<file path="src/rtl/inst_encoder.sv">
// RV32I instruction encoder: packs instruction fields into a 32-bit word with a range-check
// flag, tags it with a sequential byte address and queues it in a 2-entry output FIFO.
module inst_encoder #(
    parameter int ADDR_W             = 10,
    parameter int unsigned BASE_ADDR = 0
) (
    input  logic              clk,
    input  logic              rst,
    input  logic              in_valid,
    output logic              in_ready,
    input  logic [2:0]        in_fmt,
    input  logic [6:0]        in_opcode,
    input  logic [4:0]        in_rd,
    input  logic [4:0]        in_rs1,
    input  logic [4:0]        in_rs2,
    input  logic [2:0]        in_funct3,
    input  logic [6:0]        in_funct7,
    input  logic [31:0]       in_imm,
    input  logic              addr_load,
    input  logic [ADDR_W-1:0] addr_value,
    output logic              out_valid,
    input  logic              out_ready,
    output logic [31:0]       out_inst,
    output logic [ADDR_W-1:0] out_addr,
    output logic              out_err,
    output logic [15:0]       err_cnt
);

    localparam logic [2:0] FMT_R  = 3'd0;
    localparam logic [2:0] FMT_I  = 3'd1;
    localparam logic [2:0] FMT_IS = 3'd2;
    localparam logic [2:0] FMT_S  = 3'd3;
    localparam logic [2:0] FMT_B  = 3'd4;
    localparam logic [2:0] FMT_U  = 3'd5;
    localparam logic [2:0] FMT_J  = 3'd6;

    localparam logic [31:0]       NOP_INST  = 32'h0000_0013;
    localparam logic [ADDR_W-1:0] BASE_INIT = ADDR_W'(BASE_ADDR);
    localparam logic [ADDR_W-1:0] ADDR_STEP = ADDR_W'(4);

    logic [31:0]       enc_inst;
    logic              enc_err;
    logic              push;
    logic              pop;
    logic              full;
    logic [ADDR_W-1:0] word_addr;

    logic [1:0]        count_q, count_d;
    logic              rd_ptr_q, rd_ptr_d;
    logic              wr_ptr_q, wr_ptr_d;
    logic [ADDR_W-1:0] addr_cnt_q, addr_cnt_d;
    logic [15:0]       err_cnt_q, err_cnt_d;
    logic [31:0]       inst_mem_q [2];
    logic [31:0]       inst_mem_d [2];
    logic [ADDR_W-1:0] addr_mem_q [2];
    logic [ADDR_W-1:0] addr_mem_d [2];
    logic              err_mem_q [2];
    logic              err_mem_d [2];

    // Illegal immediates are still encoded from their truncated bits; only the flag reports them.
    always_comb begin
        enc_inst = NOP_INST;
        enc_err  = 1'b1;
        case (in_fmt)
            FMT_R: begin
                enc_inst = {in_funct7, in_rs2, in_rs1, in_funct3, in_rd, in_opcode};
                enc_err  = 1'b0;
            end
            FMT_I: begin
                enc_inst = {in_imm[11:0], in_rs1, in_funct3, in_rd, in_opcode};
                enc_err  = ~((&in_imm[31:11]) | ~(|in_imm[31:11]));
            end
            FMT_IS: begin
                enc_inst = {in_funct7, in_imm[4:0], in_rs1, in_funct3, in_rd, in_opcode};
                enc_err  = |in_imm[31:5];
            end
            FMT_S: begin
                enc_inst = {in_imm[11:5], in_rs2, in_rs1, in_funct3, in_imm[4:0], in_opcode};
                enc_err  = ~((&in_imm[31:11]) | ~(|in_imm[31:11]));
            end
            FMT_B: begin
                enc_inst = {in_imm[12], in_imm[10:5], in_rs2, in_rs1, in_funct3,
                            in_imm[4:1], in_imm[11], in_opcode};
                enc_err  = ~((&in_imm[31:12]) | ~(|in_imm[31:12])) | in_imm[0];
            end
            FMT_U: begin
                enc_inst = {in_imm[31:12], in_rd, in_opcode};
                enc_err  = |in_imm[11:0];
            end
            FMT_J: begin
                enc_inst = {in_imm[20], in_imm[10:1], in_imm[11], in_imm[19:12], in_rd, in_opcode};
                enc_err  = ~((&in_imm[31:20]) | ~(|in_imm[31:20])) | in_imm[0];
            end
            default: begin
                enc_inst = NOP_INST;
                enc_err  = 1'b1;
            end
        endcase
    end

    assign full      = (count_q == 2'd2);
    assign in_ready  = ~full & ~rst;
    assign out_valid = (count_q != 2'd0);
    assign push      = in_valid & in_ready;
    assign pop       = out_valid & out_ready;
    assign word_addr = addr_load ? addr_value : addr_cnt_q;

    // A load takes priority over the running counter, both for the pushed word and the next one.
    always_comb begin
        addr_cnt_d = addr_cnt_q;
        if (push) begin
            addr_cnt_d = word_addr + ADDR_STEP;
        end else if (addr_load) begin
            addr_cnt_d = addr_value;
        end
    end

    always_comb begin
        inst_mem_d = inst_mem_q;
        addr_mem_d = addr_mem_q;
        err_mem_d  = err_mem_q;
        wr_ptr_d   = wr_ptr_q;
        rd_ptr_d   = rd_ptr_q;
        count_d    = count_q;
        err_cnt_d  = err_cnt_q;
        if (push) begin
            inst_mem_d[wr_ptr_q] = enc_inst;
            addr_mem_d[wr_ptr_q] = word_addr;
            err_mem_d[wr_ptr_q]  = enc_err;
            wr_ptr_d             = ~wr_ptr_q;
            if (enc_err && (err_cnt_q != 16'hFFFF)) begin
                err_cnt_d = err_cnt_q + 16'd1;
            end
        end
        if (pop) begin
            rd_ptr_d = ~rd_ptr_q;
        end
        if (push && !pop) begin
            count_d = count_q + 2'd1;
        end else if (pop && !push) begin
            count_d = count_q - 2'd1;
        end
    end

    always_ff @(posedge clk) begin
        if (rst) begin
            count_q       <= 2'd0;
            rd_ptr_q      <= 1'b0;
            wr_ptr_q      <= 1'b0;
            addr_cnt_q    <= BASE_INIT;
            err_cnt_q     <= 16'd0;
            inst_mem_q[0] <= 32'd0;
            inst_mem_q[1] <= 32'd0;
            addr_mem_q[0] <= '0;
            addr_mem_q[1] <= '0;
            err_mem_q[0]  <= 1'b0;
            err_mem_q[1]  <= 1'b0;
        end else begin
            count_q    <= count_d;
            rd_ptr_q   <= rd_ptr_d;
            wr_ptr_q   <= wr_ptr_d;
            addr_cnt_q <= addr_cnt_d;
            err_cnt_q  <= err_cnt_d;
            inst_mem_q <= inst_mem_d;
            addr_mem_q <= addr_mem_d;
            err_mem_q  <= err_mem_d;
        end
    end

    assign out_inst = inst_mem_q[rd_ptr_q];
    assign out_addr = addr_mem_q[rd_ptr_q];
    assign out_err  = err_mem_q[rd_ptr_q];
    assign err_cnt  = err_cnt_q;

endmodule

</file>
<file path="config.mk">
export PLATFORM = sky130hd
export DESIGN_NAME = inst_encoder
export DESIGN_NICKNAME = d
export VERILOG_FILES = /design/src/rtl/inst_encoder.sv
export SDC_FILE = /design/constraint.sdc
export NUM_CORES = 1
export LEC_CHECK = 0
export BUFFER_PORTS_ARGS = -buffer_cell sky130_fd_sc_hd__buf_2
export CAP_MARGIN = 5
export CORE_UTILIZATION = 54
export DETAILED_ROUTE_END_ITERATION = 7
export PLACE_DENSITY = 0.81
export SLEW_MARGIN = 20
export SYNTH_ARGS = -nofsm -noshare
export SYNTH_HDL_FRONTEND = slang
export SYNTH_SLANG_ARGS = --single-unit
</file>
<file path="constraint.sdc">
create_clock -name clk -period 2.3 [get_ports clk]
set_input_delay 0 -clock clk [delete_from_list [all_inputs] [get_ports clk]]
set_output_delay 0 -clock clk [all_outputs]
set_load 0.02 [all_outputs]
</file>
==> qor.csv, run 1 <==
stage,metric,value,unit
logic_synthesis,biggest area consumer among synthesized cells,dfxtp_1,
critical_path,CP cell instances,inv_1 > o211ai_4 > inv_2 > nand2_2 > buf_12 > nand3_1 > o21ai_0,
logic_synthesis,synth unique cells,49,
clock_tree,clock buffer depth,2,
final_layout,Syn-to-layout area delta,32.8,%
final_layout,post-route cell area,0.00764,mm^2
sta,Tcrit/Tclk final,90.1,%
critical_path,CP Capture Type,flop,
drt,wire per inst,16.7,um
critical_path,Slowest cell on crit path,nand2_2,
drt,Post-route DRC,0,
critical_path,cells on worst reg2reg path,7,
logic_synthesis,share of Yosys cell area claimed by the top area cell type,40.4,%
logic_synthesis,multiplexer area fraction after synthesis,14.1,%
final_layout,NumNets Final,929,
clock_tree,CTS root buf,clkbuf_8,
sta,Post-Route Skew,7.96,ps
floorplanning,initial core utilization,55.7,%
logic_synthesis,"Top FF cell, synth",dfxtp_1,
sta,Slew HR,45.1,%
drt,Post-Route WL,16600,um
place,placed cell areas,0.00658,mm^2
grt,vias in the first global route,5595,
power,Power Dens Cells,837,mW/mm^2
sta,"Slew Viols, Final",0,
place,gpl congestion,0.964,
place,Port Buffer Count,142,
critical_path,R2R Path End,inst_mem_q[14],
critical_path,"Arr. time, crit path",2490,ps
logic_synthesis,YS warnings,0,
sta,Final setup viols,0,
hold_path,hold path endpoint,inst_mem_q[53],
sta,RSZ-0062 raised after global routing,no,
floorplanning,core area,0.0103,mm^2
sta,Final min period,2070,ps
critical_path,critical path class,reg -> reg,
logic_synthesis,most numerous cell in the Yosys netlist,dfxtp_1,
logic_synthesis,"Async S/R FF share, synth",0,%
logic_synthesis,"EDFF count, synth",0,
status,status,"complete, no violations",
hold_path,Worst Hold Launch,in_rs2[1],
logic_synthesis,XOR/XNOR Fraction of Synth Area,1.22,%
sta,hold_ws,15.8,ps
hold_path,Hold Crit Depth,5,
logic_synthesis,sequential share of the synthesized area,40.4,%
drt,First DRT Iteration DRCs,378,
grt,initial antenna violation count,0,
clock_tree,cts hold-fix bufs,49,
grt,gr usage total,30.1,%
critical_path,reg2reg setup slack,230,ps
clock_tree,worst skew pair latency,510,ps
sta,final setup margin,229,ps
logic_synthesis,post-synthesis cell count,667,
drt,DR vias/cell,5.87,
logic_synthesis,Post-Synth Adder-Cell Area,0.653,%
power,Leakage Power,3.19,nW
logic_synthesis,Synth area leaders,"dfxtp_1 (40%), mux2_2 (9.6%), mux2i_1 (4.5%)",
logic_synthesis,largest family of logic cells by synthesized area,compound AO/OA/AOI/OAI gates,
floorplanning,Top Ports,143,
critical_path,"slowest stage delay, CP",450,ps
grt,first-pass GRT wire length,26700,um
critical_path,Setup crit start kind,flop,
floorplanning,die area,0.0111,mm^2
floorplanning,Die H,105,um
clock_tree,clock-pin slew on the worst setup and hold paths,60,ps
logic_synthesis,syn nets,752,
place,dpl hpwl,10800,um
clock_tree,CTS Buf Count,17,
drt,Initial DRT Pass Iterations,5,
clock_tree,setup bufs post-CTS,0,
logic_synthesis,syn avg cell area,8.62,um^2
sta,maximum clock rate,0.483,GHz
critical_path,CP required,2720,ps
place,Post-Place Worst Slack,285,ps
final_layout,share of cells above drive strength 1,29.6,%
run,maxcap violations,0,
power,worst vdd ir,0.466,mV
sta,Final Hold Viols,0,
logic_synthesis,simple-gate share of the synthesized area,18.4,%
drt,vias,5825,
critical_path,R2R Path Start,count_q[1],
grt,largest net degree at the start of global routing,77,
logic_synthesis,Mapped Area,0.00575,mm^2
logic_synthesis,synthesized flop and latch total,116,
clock_tree,H-tree levels,4,
final_layout,ant diodes,0,
sta,Setup TNS Final,0,ps
clock_tree,post-cts repair resize count,0,
clock_tree,CTS tree,yes,
drt,DRT antenna net count,0,
logic_synthesis,Compound-Gate Fraction of Synth Area,20.9,%
clock_tree,Sink Count,116,
logic_synthesis,commonest cells in the netlist,"dfxtp_1 (116), nor2_1 (57), o21ai_0 (52), mux2_2 (49), nand2_1 (48)",
critical_path,crit path max fanout,50,
final_layout,filler instances,777,
sta,Worst Tran Pin Value,823,ps
hold_path,Hold Path Class,in -> reg,
grt,gr ovfl total,0,
floorplanning,die width,105,um
floorplanning,Placement Rows,37,
## cell type report
type	count	area [um^2]	share of cell area [%]
clock buffer	22	463	6.06
clock inverter	9	104	1.36
inverter	11	41.3	0.541
multi-input combinational	491	3190	41.8
sequential	116	2320	30.4
tap	136	170	2.23
timing repair buffer	207	1350	17.6
## routing by layer
layer	GRT usage, %	part of all wire [%]	routed length, um	vias to the layer above
li1	-	-	-	2817
met1	35.0	41	6840	2741
met2	51.8	50	8340	222
met3	7.42	5.4	903	45
met4	14.2	3.0	493	0
met5	0	0	0	-
## critical path, delay by kind of cell, from the launching register on
kind	cells	cell delay [ps]
buf+inv	3	540
compound gates	2	510
simple gates	2	560
flops	1	360
## state kept, by name (all words and copies together) (netlist names)
register    flops
addr_cnt_q     10
err_cnt        16
err_mem_q       2
wr_ptr_q        1
addr_mem_q     20
count_q         2
rd_ptr_q        1
inst_mem_q     64
## kinds of logic (layout without fill, tap and decap cells)
| family | after synthesis | count (layout) |
|---|---|---|
| muxes | 75 | 75 |
| DFF | 116 | 116 |
| buffers and inverters | 60 | 249 |
| adders and majority gates | 3 | 3 |
| xor gates and xnor gates | 8 | 8 |
| AOI/OAI and AO/OA | 187 | 187 |
| and+or+nand+nor | 218 | 218 |
## power breakdown
| group | total, mW | switching [mW] | internal [mW] |
|---|---|---|---|
| Combinational | 1.55 | 0.885 | 0.663 |
| Clock | 2.50 | 0.890 | 1.61 |
| Sequential | 2.35 | 0.156 | 2.19 |
| Total | 6.40 | 1.93 | 4.47 |
## placed cells by master (no fill, tap or decap), types with 3 or more instances in the layout
cell type	count
xor2_1	6
buf_4	14
clkbuf_16	16
a211oi_1	33
clkbuf_8	4
o21ai_0	52
mux2_2	49
inv_1	8
nand3_1	46
and3_1	4
nand2_1	47
nor4_1	9
nand4_1	11
clkinv_2	4
dlygate4sd3_1	49
a31oi_1	4
buf_2	142
ha_1	3
a21oi_1	47
a31o_2	6
dfxtp_1	115
o2bb2ai_1	4
nor2_1	56
mux2i_1	26
a22oi_1	13
inv_2	3
nor2b_1	16
o22ai_1	6
a221oi_1	7
o21a_1	3
or3_1	16
## stage by stage
step / total power, mW / std cells / utilization [%]
4_1_cts: 6.39 / 992 / 74.0
6_report: 6.40 / 992 / 74.0
3_5_place_dp: 3.83 / 912 / 63.7
5_1_grt: 6.65 / 992 / 74.0
3_3_place_gp: 3.77 / 912 / 63.7
2_1_floorplan: 3.35 / 667 / -
## how the worst max path moves through the flow
stage,from,slack (ps),to,cells after the start
2_1_floorplan,err_cnt[0],310,err_cnt[9],7
3_3_place_gp,in_fmt[0],270,err_cnt[10],8
3_5_place_dp,count_q[1],290,addr_mem_q[2],7
4_1_cts,err_cnt[0],250,err_cnt[9],7
5_1_grt,count_q[1],40,inst_mem_q[14],7
6_report,count_q[1],230,inst_mem_q[14],7
No activity file was read; power rests on OpenSTA's default activity.
==> inputs of run 2 (changes only) <==
RECOVER_POWER = 100   (was unset)
==> qor.csv, run 2 (synthesized netlist as in run 1, its figures left out) <==
stage,metric,value,unit,change
status,status,"complete, no violations",,
drt,Post-route DRC,0,,unchanged
place,dpl hpwl,10800,um,unchanged
floorplanning,Placement Rows,37,,unchanged
final_layout,ant diodes,0,,unchanged
clock_tree,CTS root buf,clkbuf_8,,
sta,Worst Tran Pin Value,1000,ps,+178 ps
clock_tree,H-tree levels,4,,unchanged
power,power consumption,6.36,mW,-0.64%
floorplanning,die area,0.0111,mm^2,unchanged
drt,DR vias/cell,5.87,,about the same
final_layout,NumNets Final,929,,unchanged
clock_tree,worst skew pair latency,510,ps,about the same
critical_path,"Arr. time, crit path",2500,ps,about the same
final_layout,post-route core utilization,73.1,%,-0.88 points
final_layout,Syn-to-layout area delta,31.2,%,
grt,largest net degree at the start of global routing,77,,unchanged
grt,vias in the first global route,5595,,unchanged
final_layout,Largest register FFs,64,,unchanged
sta,Setup TNS Final,0,ps,unchanged
drt,Initial DRT Pass Iterations,5,,unchanged
place,gpl congestion,0.964,,unchanged
drt,max layer used,met4,,
grt,initial antenna violation count,0,,unchanged
final_layout,post-route cell area,0.00755,mm^2,-1.2%
critical_path,"slowest stage delay, CP",750,ps,+300 ps
floorplanning,initial core utilization,55.7,%,unchanged
sta,Slew HR,33.3,%,-12 points
sta,Tcrit/Tclk final,91.1,%,+1.1 points
run,maxcap violations,0,,unchanged
drt,First DRT Iteration DRCs,413,,+9.3%
sta,Final Hold Viols,0,,unchanged
drt,Metal-1 WL,6810,um,-0.37%
clock_tree,clock buffer depth,2,,unchanged
sta,RSZ-0062 raised after global routing,no,,
clock_tree,CTS Buf Count,17,,unchanged
drt,met2 WL,8360,um,+0.25%
critical_path,Most Frequent Cell on Critical Path,nor2_1,,
drt,vias,5827,,+0.034%
place,placed cell areas,0.00658,mm^2,unchanged
sta,"Slew Viols, Final",0,,unchanged
critical_path,Setup crit start kind,flop,,
final_layout,"most common cell after layout, fill and taps aside",dfxtp_1,,
sta,Final min period,2100,ps,+24.7 ps
clock_tree,CTS tree,yes,,
floorplanning,core area,0.0103,mm^2,unchanged
final_layout,register name with the most flops,inst_mem_q,,
critical_path,CP required,2700,ps,-20 ps
critical_path,crit path max fanout,50,,unchanged
place,Port Buffer Count,142,,unchanged
grt,gr usage total,30.1,%,unchanged
clock_tree,Sink Count,116,,unchanged
drt,Post-Route WL,16600,um,+0.40%
final_layout,share of cells above drive strength 1,22.1,%,-7.5 points
critical_path,CP Capture Type,flop,,
floorplanning,Die H,105,um,unchanged
clock_tree,setup bufs post-CTS,0,,unchanged
critical_path,CP cell instances,o211ai_4 > nor2_1 > clkbuf_2 > nor2_1 > a211oi_1,,
grt,first-pass GRT wire length,26700,um,unchanged
critical_path,Slowest cell on crit path,clkbuf_2,,
critical_path,critical path class,reg -> reg,,
hold_path,Hold Path Class,in -> reg,,
sta,maximum clock rate,0.477,GHz,-1.2%
drt,DRT antenna net count,0,,unchanged
clock_tree,clock-pin slew on the worst setup and hold paths,60,ps,about the same
power,Power Dens Cells,842,mW/mm^2,+0.56%
power,Leakage Power,2.94,nW,-7.8%
sta,Final setup viols,0,,unchanged
floorplanning,Top Ports,143,,unchanged
clock_tree,post-cts repair resize count,0,,unchanged
grt,gr ovfl total,0,,unchanged
final_layout,most frequent cells in the layout,"dfxtp_1 (115), buf_2 (83), clkbuf_1 (63), nor2_1 (57), o21ai_0 (52)",,
drt,Met3 Routed Length,975,um,+8.0%
drt,wire per inst,16.8,um,+0.40%
power,worst vdd ir,0.462,mV,-0.89%
sta,Post-Route Skew,9.38,ps,+1.42 ps
floorplanning,die width,105,um,unchanged
-- run 2: cell types whose count changed in the layout (fill, tap and decap cells not counted), sizes merged --
cell / change
clkbuf: +62
buf: -62
-- run 2: path summary, 6_finish.rpt --
kind / start / to / slack (ps) / cells after the start
worst max-delay path: count_q[0] / addr_mem_q[10] / 200 / 5
worst min-delay path: in_rs2[1] / inst_mem_q[53] / 10 / 5
worst max register to register: count_q[0] / addr_mem_q[10] / 200 / 5
worst min register to register: inst_mem_q[35] / inst_mem_q[35] / 450 / 2
-- run 2: area by class of cell --
cell class,instances,area (um^2)
multi-input combinational,491,3180
inverter,11,41.3
clock buffer,22,463
fill,807,2780
timing repair buffer,207,1260
tap,136,170
sequential,116,2320
clock inverter,9,104
-- run 2: through the flow --
step	cells	hold WS (ps)	setup slack, ps
global route	992	33.4	44.3
detailed placement	912	279	285
CTS	992	2.85	247
finish	992	12.0	204
floorplan	667	140	312
global placement	912	267	272
-- run 2: power breakdown --
group / leakage [nW] / switching (mW) / total, mW / internal, mW
clock: 0.277 / 0.889 / 2.50 / 1.61
combinational: 1.72 / 0.889 / 1.51 / 0.618
sequential: 0.945 / 0.155 / 2.35 / 2.19
-- run 2: what timing repair did --
action                                  in CTS  in global routing
hold endpoints to repair                    72                  0
hold buffers                                49                  0
endpoints found under the setup margin       0                  0
-- run 2: critical path: cells and delay by family (launching register included) --
family          cells  cell delay, ps
compound gates      2             490
buf+inv             1             750
flops               1             440
simple gates        2             290
-- run 2: metal layers --
metal | track usage (%) | vias to the layer above
met1 | 35.0 | 2736
met3 | 7.42 | 43
met5 | 0 | -
met4 | 14.2 | 0
met2 | 51.8 | 233
li1 | - | 2815
